File: config.mk
export PLATFORM = sky130hd
export DESIGN_NAME = fetch_pc_unit_flat
export DESIGN_NICKNAME = d
export VERILOG_FILES = /design/src/rtl/riscv_pkg.sv /design/src/rtl/fetch_pc_unit_if.sv /design/src/rtl/fetch_pc_unit_next_pc_sel.sv /design/src/rtl/fetch_pc_unit.sv /design/src/flat_wrapper.sv
export SDC_FILE = /design/constraint.sdc
export NUM_CORES = 1
export LEC_CHECK = 0
export CORE_MARGIN = 3
export CORE_UTILIZATION = 40
export DETAILED_ROUTE_END_ITERATION = 8
export DONT_BUFFER_PORTS = 1
export GPL_TIMING_DRIVEN = 0
export PLACE_DENSITY = 0.5
export SLEW_MARGIN = 20
export SYNTH_ARGS = -nofsm -noshare
export SYNTH_HDL_FRONTEND = slang
export SYNTH_HIERARCHICAL = 1
export SYNTH_SLANG_ARGS = --single-unit
File: constraint.sdc
create_clock -name clk -period 2.45 [get_ports clk]
set_clock_uncertainty 0.05 [all_clocks]
set_input_delay 0.49 -clock clk [delete_from_list [all_inputs] [get_ports clk]]
set_output_delay 0.49 -clock clk [all_outputs]
set_load 0.02 [all_outputs]
File: src/rtl/riscv_pkg.sv
// Shared RV32I pipeline types and constants.
// Used by the fetch front end and its interface.
package riscv_pkg;

  localparam int XLEN = 32;
  localparam int ILEN = 32;

  localparam logic [XLEN-1:0] RESET_VECTOR = 32'h0000_0000;

  typedef enum logic {
    S_FETCH,
    S_DROP
  } fetch_state_t;

  function automatic logic word_aligned(
    input logic [1:0] lsb
  );
    return lsb == 2'b00;
  endfunction

endpackage

File: src/rtl/fetch_pc_unit_if.sv
// Fetch-side buses: imem req/ack and the IF->decode valid/ready.
// master is the fetch unit, slave is memory plus decode.
interface fetch_pc_unit_if
  import riscv_pkg::*;
#(
  parameter int W = XLEN
);

  logic            imem_req;
  logic [W-1:0]    imem_addr;
  logic            imem_ack;
  logic [ILEN-1:0] imem_rdata;

  logic            if_valid;
  logic            if_ready;
  logic [W-1:0]    if_pc;
  logic [ILEN-1:0] if_instr;

  modport master (
    output imem_req,
    output imem_addr,
    input  imem_ack,
    input  imem_rdata,
    output if_valid,
    output if_pc,
    output if_instr,
    input  if_ready
  );

  modport slave (
    input  imem_req,
    input  imem_addr,
    output imem_ack,
    output imem_rdata,
    input  if_valid,
    input  if_pc,
    input  if_instr,
    output if_ready
  );

endinterface

File: src/rtl/fetch_pc_unit_next_pc_sel.sv
// Redirect decode, target mux, misalign check and pc+4.
// Purely combinational.
module next_pc_sel
  import riscv_pkg::*;
#(
  parameter int XLEN = riscv_pkg::XLEN
) (
  input  logic [XLEN-1:0] pc,
  input  logic            br_valid,
  input  logic            br_taken,
  input  logic [XLEN-1:0] br_target,
  input  logic            jump_valid,
  input  logic [XLEN-1:0] jump_target,
  output logic            redirect,
  output logic            misalign,
  output logic [XLEN-1:0] target,
  output logic [XLEN-1:0] pc_inc
);

  logic take;

  always_comb begin
    take     = jump_valid | (br_valid & br_taken);
    target   = jump_valid ? jump_target : br_target;
    misalign = take & !word_aligned(target[1:0]);
    redirect = take & !misalign;
    pc_inc   = pc + XLEN'(4);
  end

endmodule

File: src/rtl/fetch_pc_unit.sv
// RV32I fetch front end: PC, imem handshake, IF output register.
// Redirects flush younger stages; unacked fetches are drained in S_DROP.
module fetch_pc_unit
  import riscv_pkg::*;
#(
  parameter int              XLEN         = riscv_pkg::XLEN,
  parameter logic [XLEN-1:0] RESET_VECTOR = riscv_pkg::RESET_VECTOR
) (
  input  logic                   clk,
  input  logic                   rst_n,
  input  logic                   br_valid,
  input  logic                   br_taken,
  input  logic [XLEN-1:0]        br_target,
  input  logic                   jump_valid,
  input  logic [XLEN-1:0]        jump_target,
  fetch_pc_unit_if.master        bus,
  output logic                   flush,
  output logic                   misalign_exc,
  output logic [XLEN-1:0]        exc_addr
);

  fetch_state_t    state;
  logic [XLEN-1:0] pc;
  logic [XLEN-1:0] held_addr;

  logic            redirect;
  logic            misalign;
  logic [XLEN-1:0] target;
  logic [XLEN-1:0] pc_inc;

  logic            out_free;
  logic            req;
  logic            fire;
  logic            pend;

  next_pc_sel #(
    .XLEN(XLEN)
  ) u_sel (
    .pc          (pc),
    .br_valid    (br_valid),
    .br_taken    (br_taken),
    .br_target   (br_target),
    .jump_valid  (jump_valid),
    .jump_target (jump_target),
    .redirect    (redirect),
    .misalign    (misalign),
    .target      (target),
    .pc_inc      (pc_inc)
  );

  always_comb begin
    out_free = !bus.if_valid | bus.if_ready;
    req      = 1'b0;
    unique case (state)
      S_FETCH: req = out_free;
      S_DROP:  req = 1'b1;
      default: req = 1'b0;
    endcase
  end

  // Reset gates the request so nothing issues while rst_n is low.
  assign bus.imem_req  = rst_n & req;
  assign bus.imem_addr = (state == S_DROP) ? held_addr : pc;
  assign fire          = bus.imem_req & bus.imem_ack;
  assign pend          = bus.imem_req & !bus.imem_ack;
  assign flush         = rst_n & redirect;

  always_ff @(posedge clk or negedge rst_n) begin
    if (!rst_n) begin
      state        <= S_FETCH;
      pc           <= RESET_VECTOR;
      held_addr    <= '0;
      bus.if_valid <= 1'b0;
      bus.if_pc    <= '0;
      bus.if_instr <= '0;
      misalign_exc <= 1'b0;
      exc_addr     <= '0;
    end else begin
      misalign_exc <= misalign;
      if (misalign) begin
        exc_addr <= target;
      end
      if (bus.if_valid & bus.if_ready) begin
        bus.if_valid <= 1'b0;
      end
      unique case (state)
        S_FETCH: begin
          unique case (1'b1)
            redirect & pend: begin
              pc           <= target;
              held_addr    <= pc;
              bus.if_valid <= 1'b0;
              state        <= S_DROP;
            end
            redirect & !pend: begin
              pc           <= target;
              bus.if_valid <= 1'b0;
            end
            !redirect & fire: begin
              bus.if_valid <= 1'b1;
              bus.if_pc    <= pc;
              bus.if_instr <= bus.imem_rdata;
              pc           <= pc_inc;
            end
            default: ;
          endcase
        end
        S_DROP: begin
          if (redirect) begin
            pc           <= target;
            bus.if_valid <= 1'b0;
          end
          if (bus.imem_ack) begin
            state <= S_FETCH;
          end
        end
        default: state <= S_FETCH;
      endcase
    end
  end

endmodule
File: src/flat_wrapper.sv
// flat-port wrapper written by rule: the top's interface ports become plain ports
module fetch_pc_unit_flat import riscv_pkg::*;
#(
  parameter int              XLEN         = riscv_pkg::XLEN,
  parameter logic [XLEN-1:0] RESET_VECTOR = riscv_pkg::RESET_VECTOR
)
  (clk, rst_n, br_valid, br_taken, br_target, jump_valid, jump_target, flush, misalign_exc, exc_addr, bus_imem_req, bus_imem_addr, bus_imem_ack, bus_imem_rdata, bus_if_valid, bus_if_pc, bus_if_instr, bus_if_ready);
  fetch_pc_unit_if bus_i ();
  input  logic clk;
  input  logic rst_n;
  input  logic br_valid;
  input  logic br_taken;
  input  logic [XLEN-1:0] br_target;
  input  logic jump_valid;
  input  logic [XLEN-1:0] jump_target;
  output logic flush;
  output logic misalign_exc;
  output logic [XLEN-1:0] exc_addr;
  output wire logic [$bits(bus_i.imem_req)-1:0] bus_imem_req;
  output wire logic [$bits(bus_i.imem_addr)-1:0] bus_imem_addr;
  input wire logic [$bits(bus_i.imem_ack)-1:0] bus_imem_ack;
  input wire logic [$bits(bus_i.imem_rdata)-1:0] bus_imem_rdata;
  output wire logic [$bits(bus_i.if_valid)-1:0] bus_if_valid;
  output wire logic [$bits(bus_i.if_pc)-1:0] bus_if_pc;
  output wire logic [$bits(bus_i.if_instr)-1:0] bus_if_instr;
  input wire logic [$bits(bus_i.if_ready)-1:0] bus_if_ready;
  assign bus_imem_req = bus_i.imem_req;
  assign bus_imem_addr = bus_i.imem_addr;
  assign bus_i.imem_ack = bus_imem_ack;
  assign bus_i.imem_rdata = bus_imem_rdata;
  assign bus_if_valid = bus_i.if_valid;
  assign bus_if_pc = bus_i.if_pc;
  assign bus_if_instr = bus_i.if_instr;
  assign bus_i.if_ready = bus_if_ready;
  fetch_pc_unit #(.XLEN(XLEN), .RESET_VECTOR(RESET_VECTOR)) u_core (.clk(clk), .rst_n(rst_n), .br_valid(br_valid), .br_taken(br_taken), .br_target(br_target), .jump_valid(jump_valid), .jump_target(jump_target), .bus(bus_i), .flush(flush), .misalign_exc(misalign_exc), .exc_addr(exc_addr));
endmodule
After elaboration in Yosys (flattened, before gate mapping):

Index checks and enable logic that the tools add are counted.

* register bits after elaboration: 163
* bits of input ports: 103
* output and inout bits: 132

* add/subtract/negate cells: 1
* equal/unequal tests: 2
* muxes and demuxes: 13
* bitwise operators: 14
* reductions and logical operators: 11

Operators with widths (number)
* case mux 32 bit (2 select lines): 2
* two-way mux 32 bit: 3
* adder 32 x 3 -> 32 bit, second input constant: 1
* AND 1 bit: 11
* case mux 1 bit (2 select lines): 4
* zero test 1 bit: 6
* AND reduction 2 bit: 3
* two-way mux 1 bit: 4
* != test 3 x 2 -> 1 bit, second input constant: 1
* zero test 2 bit: 1
* != test 2 bit, second input constant: 1
* OR 1 bit: 2
* OR reduction 2 bit: 1
* NOT 1 bit: 1

Logic depth before layout (Yosys ltp):

Gate-level depths: netlist of run 1.

* depth in word-level cells: 10
* gate-level depth with buffers: 8
* depth with buffers taken out: 6

Hierarchy:

The synthesis of run 1 kept the hierarchy.

Modules (own cells, without submodules)
* fetch_pc_unit: times used 1, cells an instance 428, area each 6701.4 sq um, seq. area each 4078.9 sq um
* next_pc_sel: times used 1, cells an instance 121, area each 982.2 sq um, seq. area each 0.0 sq um

Least setup slack after synthesis of run 1:

OpenSTA, ideal clock, no wires.

* kind: in2out
* start: input port jump_valid
* end: output port flush
* arrival: 1.896 ns
* path slack: 0.014 ns
* cell stages on the path: 6
* path buffers: 3
* cells stage by stage: clkbuf_1 mux2_2 nor3_1 buf_2 clkbuf_1 and2_1

* cells in the longest elaborated chain, start to end: 7
* elaborated cells on any way between the ends: 8
* those cells by class: mux: 1; bitwise: 4; reduce/logical: 3

Ends and longest elaborated chain
* start: declaration: RTL line flat_wrapper.sv:14 `input logic jump_valid;`
* two-way mux 32 bit: RTL line fetch_pc_unit_next_pc_sel.sv:24 `target = jump_valid ? jump_target : br_target;`
* named net u_core.target[1]: RTL line fetch_pc_unit.sv:28 `logic [XLEN-1:0] target;`
* zero test 2 bit: RTL line riscv_pkg.sv:18 `return lsb == 2'b00;`
* zero test 1 bit: RTL line fetch_pc_unit_next_pc_sel.sv:25 `misalign = take & !word_aligned(target[1:0]);`
* AND 1 bit: RTL line fetch_pc_unit_next_pc_sel.sv:25
* zero test 1 bit: RTL line fetch_pc_unit_next_pc_sel.sv:26 `redirect = take & !misalign;`
* AND 1 bit: RTL line fetch_pc_unit_next_pc_sel.sv:26
* named net u_core.redirect: RTL line fetch_pc_unit.sv:26 `logic redirect;`
* AND 1 bit: RTL line fetch_pc_unit.sv:66 `assign flush = rst_n & redirect;`
* end: declaration: RTL line flat_wrapper.sv:16 `output logic flush;`

The timed path passes the listed nets, and every way through them passes these cells.

Final worst setup path of run 1:

Ends and elaborated chain as after synthesis.

==> out/metrics.yaml, run 1 <==
outcome: "finished, violations left"
failed_checks: "negative hold slack"
cts_buffers: 17
clk_pin_slew_ns: 0.06
cp_slowest_cell: "mux2_4"
finalHoldViolCount: 163
critPathMaxStageDelay_ns: 0.36
arrival_ns: 1.81
synth_simple_gate_area_share_pct: 7.51
initial_core_util_pct: 40.9
path_buf_inv: 3
track_usage_pct: 17.1
fin_crit_ns: 2.35
slew_headroom_pct: 56.0
synth_edf_count: 0
drv_slew: 0
synth-adder-area-share_pct: 0.163
final_util_pct: 46.2
setup_viol_count_final: 0
peakVddDrop_mv: 0.471
core_area_um2: 18800
r2r-start: "u_core/pc[2]$_DFFE_PN0P_"
dp_cells: 783
htree_levels: 4
fin_crit_sh_pct: 96.0
final_antenna_net_count: 0
yosys_warnings: 6
synthFlopType: "dfrtp_1"
endpoint_kind: "output port"
overflow: 0
route.detailed.drc: 0
via_per_inst: 5.54
synth_mux_area_share_pct: 28.1
cts_sinks: 163
r2r_setup_slack_ns: 0.19
layout_commonest_cell: "mux2_2"
holdCritPathClass: "input port to asynchronous set/reset pin"
gp_congestion: 0.748
die_area_um2: 20900
critPathLaunch: "jump_valid"
max_cap_violations: 0
powerDensity_nw_per_um2: 1090
dieWidth_um: 145
dr.pass1.iters: 4
vias: 4510
leakage_nw: 3.75
clock.fmax_mhz: 425
cpLargestDelayFamily: "buffers and inverters"
area_growth_pct: 12.9
rsz0062_at_grt: "false"
num_antenna_cells: 0
cts_tree: "yes"
grt_max_degree: 167
dr.first_iter.drc_count: 225
dp_hpwl_mm: 12.8
io_buffers: 0
r2r_end: "u_core/pc[18]$_DFFE_PN0P_"
num_rows: 50
syn_area_um2: 7680
synth_top_family_by_area: "multiplexers"
final_nets: 672
hold-worst-slack_ns: -0.282
routedWlPerCell_um: 22.1
syn_avg_cell_area_um2: 14.0
crit_chain: "clkbuf_4, mux2_4, nor3_4, buf_6, clkbuf_4, and2_4"
grt_pass1_wl_mm: 27.1
crit_cells: 6
crit_fanout: 10
synth-compound-area-share_pct: 4.54
cp-start-kind: "input port"
ys_async_sr_fraction_pct: 100
dieHeight_um: 145
crit_required_ns: 1.91
layout_common_cells: "mux2_2, dfrtp_1, and2_1, a221o_1, xnor2_1"
yosys.cell_types.count: 34
clockBufferDepth: 2
rr_worst_depth: 6
syn-num-nets: 653
synth_seq_cells: 163
nFillCells: 1684
synth-xor-area-share_pct: 3.19
syn-instance-count: 549
critPathCapture: "flush"
seq_area_frac_synth_pct: 53.1
worst_pin_slew_ns: 0.657
cts_root_buf: "clkbuf_16"
ios: 235
insertion_delay_ns: 0.42
routed_wl_mm: 18.0
crit_path_frequent_cell: "clkbuf_4"
final_cells: 814
drive_above_1_share_pct: 46.6
first_global_vias: 4641
antenna_found_initial: 0
crit_type: "input port to output port"
registers in the layout (all words and copies together), names as in the netlist:
register	cells
u_core/bus.if_instr	32
u_core/bus.if_pc	32
u_core/bus.if_valid	1
u_core/exc_addr	32
u_core/held_addr	32
u_core/misalign_exc	1
u_core/pc	32
u_core/state	1
what timing repair did:
item                                   in CTS  in global routing
setup buffers                               0                  0
pin swaps                                   0                  0
endpoints found under the hold margin     163                163
setup endpoints to repair                  90                  1
cloned                                      0                  0
resized for setup                          13                  1
stage by stage:
step / cell area (µm²) / power (W) / setup TNS, ns / setup slack, ns / hold WS (ns)
floorplan: 7680 / 0.00609 / 0 / 0.0141 / 0.144
global placement: 7980 / 0.00654 / -63.75 / -0.731 / 0.149
detailed placement: 7980 / 0.00662 / -74.03 / -0.817 / 0.149
CTS: 8670 / 0.00962 / 0 / 0.0222 / -0.304
global route: 8670 / 0.00996 / 0 / 0.00536 / -0.316
finish: 8670 / 0.00948 / 0 / 0.0975 / -0.282
area by class of cell:
cell class | instances | area [µm²] | share of cell area, %
Tap cell | 234 | 293 | 3.38
Inverter | 3 | 11.3 | 0.130
Clock buffer | 20 | 457 | 5.26
Multi-Input combinational cell | 346 | 3370 | 38.9
Sequential cell | 163 | 4080 | 47.0
Buffer | 37 | 264 | 3.04
Clock inverter | 11 | 200 | 2.31
worst min-delay path by stage:
| stage | start | to | slack (ns) | cells past startpoint |
|---|---|---|---|---|
| detailed placement | rst_n | u_core/bus.if_instr[3]$_DFFE_PN0P_ | 0.15 | 0 |
| CTS | rst_n | u_core/bus.if_instr[3]$_DFFE_PN0P_ | -0.30 | 0 |
| global placement | rst_n | u_core/bus.if_instr[1]$_DFFE_PN0P_ | 0.15 | 0 |
| global route | rst_n | u_core/bus.if_instr[3]$_DFFE_PN0P_ | -0.32 | 0 |
| finish | rst_n | u_core/bus.if_instr[3]$_DFFE_PN0P_ | -0.28 | 0 |
| floorplan | rst_n | u_core/bus.if_instr[0]$_DFFE_PN0P_ | 0.14 | 0 |
where the power goes:
group | internal [W] | switching [W]
Clock | 0.00187 | 0.00108
Combinational | 0.000965 | 0.000734
Sequential | 0.00351 | 0.00133
Total | 0.00634 | 0.00314
synth_stat cells (5+ instances only):
master / count / area (µm²)
mux2_2: 192 / 2160
dfrtp_1: 163 / 4080
and2_1: 33 / 206
a221o_1: 32 / 320
xnor2_1: 25 / 219
buf_2: 18 / 90.1
nand3_1: 17 / 85.1
buf_6: 10 / 113
nand2_1: 8 / 30.0
clkbuf_1: 6 / 22.5
nand4_1: 6 / 37.5
nor2_1: 5 / 18.8
logic make-up after synthesis:
logic type | Yosys count
XOR/XNOR | 28
AND/OR/NAND/NOR | 88
AO/OA/AOI/OAI | 37
flip-flops | 163
multiplexers | 192
buffers and inverters | 40
adder cells (fa/ha/maj) | 1
per-layer routing:
layer / part of all wire [%] / vias to the layer above / wire length, µm / track usage, %
met5: 0 / - / 0 / 0
met2: 48 / 146 / 8670 / 27.2
li1: - / 2049 / - / -
met3: 7.0 / 10 / 1260 / 5.42
met4: 0.85 / 0 / 153 / 4.27
met1: 44 / 2305 / 7950 / 22.9
No activity file was read; power rests on OpenSTA's default activity.
==> run 2, diff against run 1 <==
--- a/config.mk
+++ b/config.mk
@@ -5,11 +5,12 @@
 export SDC_FILE = /design/constraint.sdc
 export NUM_CORES = 1
 export LEC_CHECK = 0
+export ABC_CLOCK_PERIOD_IN_PS = 2450
 export CORE_MARGIN = 3
 export CORE_UTILIZATION = 40
 export DETAILED_ROUTE_END_ITERATION = 8
 export DONT_BUFFER_PORTS = 1
-export GPL_TIMING_DRIVEN = 0
+export GPL_TIMING_DRIVEN = 1
 export PLACE_DENSITY = 0.5
 export SLEW_MARGIN = 20
 export SYNTH_ARGS = -nofsm -noshare
==> run 2 against run 1 <==
The run still ends with negative hold slack left; via count shrank 2.0%; register-to-register slack better by 0.22 ns; critical path depth is 2 lower; routed wire length shrank 1.1%; clock power decreased by 11%; sequential cell count unchanged; sequential share of layout area rose by 1.1 points; global-route usage fell by 0.22 points.
==> out/metrics.yaml, run 2 (synthesized netlist as in run 1, its figures left out) <==
die_area_um2: 20900  # unchanged
finalInstanceArea_um2: 8470  # -2.3%
nFillCells: 1689  # +0.30%
drv_slew: 0  # unchanged
dieWidth_um: 145  # unchanged
routed_wl_mm: 17.8  # -1.1%
leakage_nw: 3.63  # -3.1%
worst_pin_slew_ns: 1.03  # +0.371 ns
final_antenna_net_count: 0  # unchanged
dr.first_iter.drc_count: 224  # -0.44%
fin_crit_ns: 2.29  # -0.0625 ns
ios: 235  # unchanged
drive_above_1_share_pct: 45.7  # -0.84 points
overflow: 0  # unchanged
via_per_inst: 5.56  # +0.43%
first_global_vias: 4643  # +0.043%
powerDensity_nw_per_um2: 1080  # -1.5%
initial_core_util_pct: 40.9  # unchanged
finalHoldViolCount: 163  # unchanged
track_usage_pct: 16.9  # -0.22 points
clockBufferDepth: 2  # unchanged
cts_buffers: 17  # unchanged
endpoint_kind: "output port"
cts_setup_buffers: 0  # unchanged
clock.fmax_mhz: 437  # +2.7%
io_buffers: 0  # unchanged
power_w: 0.00912  # -3.8%
arrival_ns: 1.75  # -0.06 ns
htree_levels: 4  # unchanged
core_area_um2: 18800  # unchanged
layout_commonest_cell: "mux2_2"
setup_viol_count_final: 0  # unchanged
grt_max_degree: 167  # unchanged
place_area_um2: 7890  # -1.1%
holdCritPathClass: "input port to asynchronous set/reset pin"
cts_root_buf: "clkbuf_16"
crit_required_ns: 1.91  # about the same
cts_tree: "yes"
outcome: "finished, violations left"
peakVddDrop_mv: 0.479  # +1.7%
gp_congestion: 0.780  # +4.2%
vias: 4418  # -2.0%
max_cap_violations: 0  # unchanged
totalNegativeSetupSlack_ns: 0  # unchanged
area_growth_pct: 10.3
routedWlPerCell_um: 22.5  # +1.4%
clk_pin_slew_ns: 0.06  # about the same
fin_crit_sh_pct: 93.5  # -2.6 points
dieHeight_um: 145  # unchanged
grt_pass1_wl_mm: 26.9  # -0.71%
dr.pass1.iters: 4  # unchanged
final_nets: 651  # -3.1%
hold-worst-slack_ns: -0.289  # -0.00737 ns
antenna_found_initial: 2  # +2
failed_checks: "negative hold slack"
rsz0062_at_grt: "false"
crit_fanout: 33  # +23
num_rows: 50  # unchanged
layout_common_cells: "mux2_2, dfrtp_1, and2_1"
cts_sinks: 163  # unchanged
cp-start-kind: "input port"
slew_headroom_pct: 31.3  # -25 points
cts_resized: 0  # -13
num_antenna_cells: 0  # unchanged
insertion_delay_ns: 0.42  # about the same
crit_type: "input port to output port"
route.detailed.drc: 0  # unchanged
dp_hpwl_mm: 12.2  # -4.0%
==> run 2: layer usage <==
layer | global-route usage [%] | wire length (µm)
met1 | 21.6 | 7510
met2 | 27.0 | 8700
met3 | 6.22 | 1410
met4 | 4.86 | 184
met5 | 0 | 27
==> run 2: final timing paths <==
kind	cells after the start	endpoint	start	slack, ns
setup / recovery	4	flush	jump_valid	0.16
hold / removal	0	u_core/bus.if_instr[1]$_DFFE_PN0P_	rst_n	-0.29
hold reg to reg	1	u_core/held_addr[29]$_DFFE_PN0P_	u_core/held_addr[29]$_DFFE_PN0P_	0.45
max in group asynchronous	0	u_core/held_addr[20]$_DFFE_PN0P_	rst_n	2.47
setup reg to reg	7	u_core/pc[26]$_DFFE_PN0P_	u_core/pc[3]$_DFFE_PN0P_	0.41
min in group clk	1	u_core/state$_DFF_PN0_	bus_imem_ack	0.12
==> run 2: power breakdown <==
part	switching, W	leakage (nW)	internal, W	total (W)
clock	0.00112	0.283	0.00151	0.00263
combinational	0.000718	1.34	0.000945	0.00166
sequential	0.00132	2.01	0.00351	0.00482
total	0.00315	3.63	0.00596	0.00912
==> run 2: worst max-delay path: stages <==
cell and delay, ns:
mux2_2 0.35, nor3_2 0.40, buf_4 0.22, and2_1 0.28
==> run 2: final cells by class <==
class                      instances  area [µm²]  share of cell area (%)
sequential                       163        4080                    48.1
multi-input combinational        346        3370                    39.8
clock buffer                      18         429                    5.06
tap                              234         293                    3.45
clock inverter                    14         154                    1.82
timing repair buffer              16         133                    1.57
inverter                           3        11.3                   0.133
==> run 2: per-stage QoR <==
step / instances / hold WS, ns / worst slack, ns / util, %
detailed placement: 762 / 0.149 / 0.132 / 42.0
floorplan: 549 / 0.144 / 0.0141 / -
global placement: 762 / 0.149 / 0.196 / 42.0
CTS: 794 / -0.312 / 0.162 / 45.2
finish: 794 / -0.289 / 0.160 / 45.2
global route: 794 / -0.321 / 0.0721 / 45.2
==> run 3, diff against run 2 <==
--- a/config.mk
+++ b/config.mk
@@ -5,13 +5,13 @@
 export SDC_FILE = /design/constraint.sdc
 export NUM_CORES = 1
 export LEC_CHECK = 0
-export ABC_CLOCK_PERIOD_IN_PS = 2450
+export ABC_CLOCK_PERIOD_IN_PS = 2000
 export CORE_MARGIN = 3
 export CORE_UTILIZATION = 40
 export DETAILED_ROUTE_END_ITERATION = 8
 export DONT_BUFFER_PORTS = 1
 export GPL_TIMING_DRIVEN = 1
-export PLACE_DENSITY = 0.5
+export PLACE_DENSITY = 0.52
 export SLEW_MARGIN = 20
 export SYNTH_ARGS = -nofsm -noshare
 export SYNTH_HDL_FRONTEND = slang
==> constraint.sdc (replaced) <==
create_clock -name clk -period 2 [get_ports clk]
set_clock_uncertainty 0.05 [all_clocks]
set_input_delay 0.4 -clock clk [delete_from_list [all_inputs] [get_ports clk]]
set_output_delay 0.4 -clock clk [all_outputs]
set_load 0.02 [all_outputs]
==> run 3 against run 2 <==
The flow still finishes with violations (negative hold slack); critical endpoint is now bus_imem_addr[3]; critical path type is now register to output port; highest routed layer is now met4; largest power group unchanged; sequential cell count is the same; die area is the same; largest cell class unchanged; cell count grew 3.3%; sequential share of layout area shrank 2.1 points.
==> out/metrics.yaml, run 3 (synthesized netlist as in run 1, its figures left out) <==
dr.pass1.iters: 5  # +1
seqCellArea_um2: 4080  # unchanged
layout_commonest_cell: "mux2_2"
first_global_vias: 4908  # +5.7%
crit_chain: "buf_12, mux2_2"
critPathCapture: "bus_imem_addr[3]"
crit_fanout: 17  # -48%
area_growth_pct: 15.2
track_usage_pct: 17.7  # +0.83 points
overflow: 0  # unchanged
r2r_end: "u_core/pc[29]$_DFFE_PN0P_"
finalHoldViolCount: 163  # unchanged
arrival_ns: 1.48  # -0.27 ns
r2r-start: "u_core/pc[2]$_DFFE_PN0P_"
final_antenna_net_count: 0  # unchanged
grt_max_degree: 167  # unchanged
peakVddDrop_mv: 0.593  # +24%
vias: 4619  # +4.5%
cp-start-kind: "register"
via_per_inst: 5.63  # +1.2%
drv_slew: 0  # unchanged
nFillCells: 1687  # -0.12%
cts_tree: "yes"
rsz0062_at_grt: "true"
failed_checks: "negative hold slack"
ios: 235  # unchanged
rr_worst_depth: 7  # unchanged
layout_common_cells: "mux2_2, dfrtp_1, and2_1, a221o_1, buf_4"
cts_sinks: 163  # unchanged
fin_crit_sh_pct: 96.7
cts_root_buf: "clkbuf_16"
num_antenna_cells: 0  # unchanged
dr.first_iter.drc_count: 220  # -1.8%
core_area_um2: 18800  # unchanged
insertion_delay_ns: 0.41  # about the same
max_cap_violations: 0  # unchanged
clock.fmax_mhz: 517
clockBufferDepth: 2  # unchanged
die_area_um2: 20900  # unchanged
io_buffers: 0  # unchanged
htree_levels: 4  # unchanged
route.detailed.drc: 0  # unchanged
initial_core_util_pct: 40.9  # unchanged
gp_congestion: 0.732  # -6.1%
slew_headroom_pct: 80.1  # +49 points
final_cells: 820  # +3.3%
totalNegativeSetupSlack_ns: 0  # unchanged
dp_hpwl_mm: 12.4  # +0.89%
drive_above_1_share_pct: 48.3  # +2.6 points
clk_pin_slew_ns: 0.06  # about the same
critPathMaxStageDelay_ns: 0.44  # +0.04 ns
multiInputGateArea_um2: 3400  # +0.70%
crit_type: "register to output port"
dieWidth_um: 145  # unchanged
hold-worst-slack_ns: -0.369  # -0.0803 ns
final_nets: 677  # +4.0%
outcome: "finished, violations left"
crit_required_ns: 1.55  # -0.36 ns
dieHeight_um: 145  # unchanged
endpoint_kind: "output port"
critPathLaunch: "u_core/state$_DFF_PN0_"
antenna_found_initial: 0  # -2
fin_crit_ns: 1.93
cp_slowest_cell: "dfrtp_2"
dp_cells: 786  # +3.1%
r2r_setup_slack_ns: 0.13  # -0.28 ns
cts_buffers: 17  # unchanged
worst_pin_slew_ns: 0.296  # -0.732 ns
leakage_nw: 3.85  # +5.8%
grt_pass1_wl_mm: 28.2  # +4.7%
num_rows: 50  # unchanged
holdCritPathClass: "input port to asynchronous set/reset pin"
routedWlPerCell_um: 22.3  # -0.90%
powerDensity_nw_per_um2: 1310  # +21%
routed_wl_mm: 18.3  # +2.3%
setup_viol_count_final: 0  # unchanged
==> run 3: changes by cell type in the layout (fill, tap and decap cells not counted), sizes merged <==
cell / previous run / this run
clkbuf: 18 / 20
bufinv: 2 / 3
inv: 6 / 4
clkinv: 7 / 6
buf: 16 / 42
==> run 3: area by class of cell <==
type	count	area share, %
Clock inverter	12	1.75
Clock buffer	20	5.16
Inverter	3	0.127
Timing Repair Buffer	42	5.20
Sequential cell	163	46.1
Multi-Input combinational cell	346	38.4
Tap cell	234	3.31
==> run 3: per-layer routing <==
| metal | wire length [µm] | global-route usage [%] |
|---|---|---|
| met5 | 0 | 0 |
| met4 | 140 | 4.57 |
| met3 | 1480 | 5.89 |
| met2 | 8680 | 28.1 |
| met1 | 7960 | 23.5 |
==> run 3: through the flow <==
stage	cell area (µm²)	util [%]	setup WS [ns]	total power, W
after floorplan	7740	-	-0.00412	0.00748
after global placement	8210	43.7	0.0530	0.00817
after detailed placement	8210	43.7	0.00231	0.00828
after CTS	8850	47.2	0.0173	0.0117
after global routing	8850	47.2	-0.00736	0.0122
final	8850	47.2	0.0656	0.0116
==> run 3: worst min-delay path by stage <==
stage / from / to / slack [ns] / cells past startpoint
after floorplan: rst_n / u_core/bus.if_instr[0]$_DFFE_PN0P_ / 0.05 / 0
after global placement: rst_n / u_core/bus.if_instr[11]$_DFFE_PN0P_ / 0.06 / 0
after detailed placement: rst_n / u_core/bus.if_instr[16]$_DFFE_PN0P_ / 0.06 / 0
after CTS: rst_n / u_core/bus.if_instr[16]$_DFFE_PN0P_ / -0.40 / 0
after global routing: rst_n / u_core/bus.if_instr[16]$_DFFE_PN0P_ / -0.41 / 0
final: rst_n / u_core/bus.if_instr[16]$_DFFE_PN0P_ / -0.37 / 0
==> run 3: worst max-delay path, delay by kind of cell, from the launching register on <==
family,cells,cell delay (ns)
DFF,1,0.44
buffers and inverters,1,0.20
muxes,1,0.43
==> run 3: timing repair <==
action / 4_1_cts / 5_1_grt
hold endpoints to repair: 163 / 163
gates cloned: 1 / 0
buffers inserted: 1 / 0
setup endpoints to repair: 32 / 5
resized for setup: 1 / 0
==> run 3: power by group <==
group          switching [W]  total, W  internal, W
sequential           0.00144   0.00574      0.00430
combinational        0.00111   0.00246      0.00134
clock                0.00133   0.00336      0.00204
total                0.00388    0.0116      0.00768
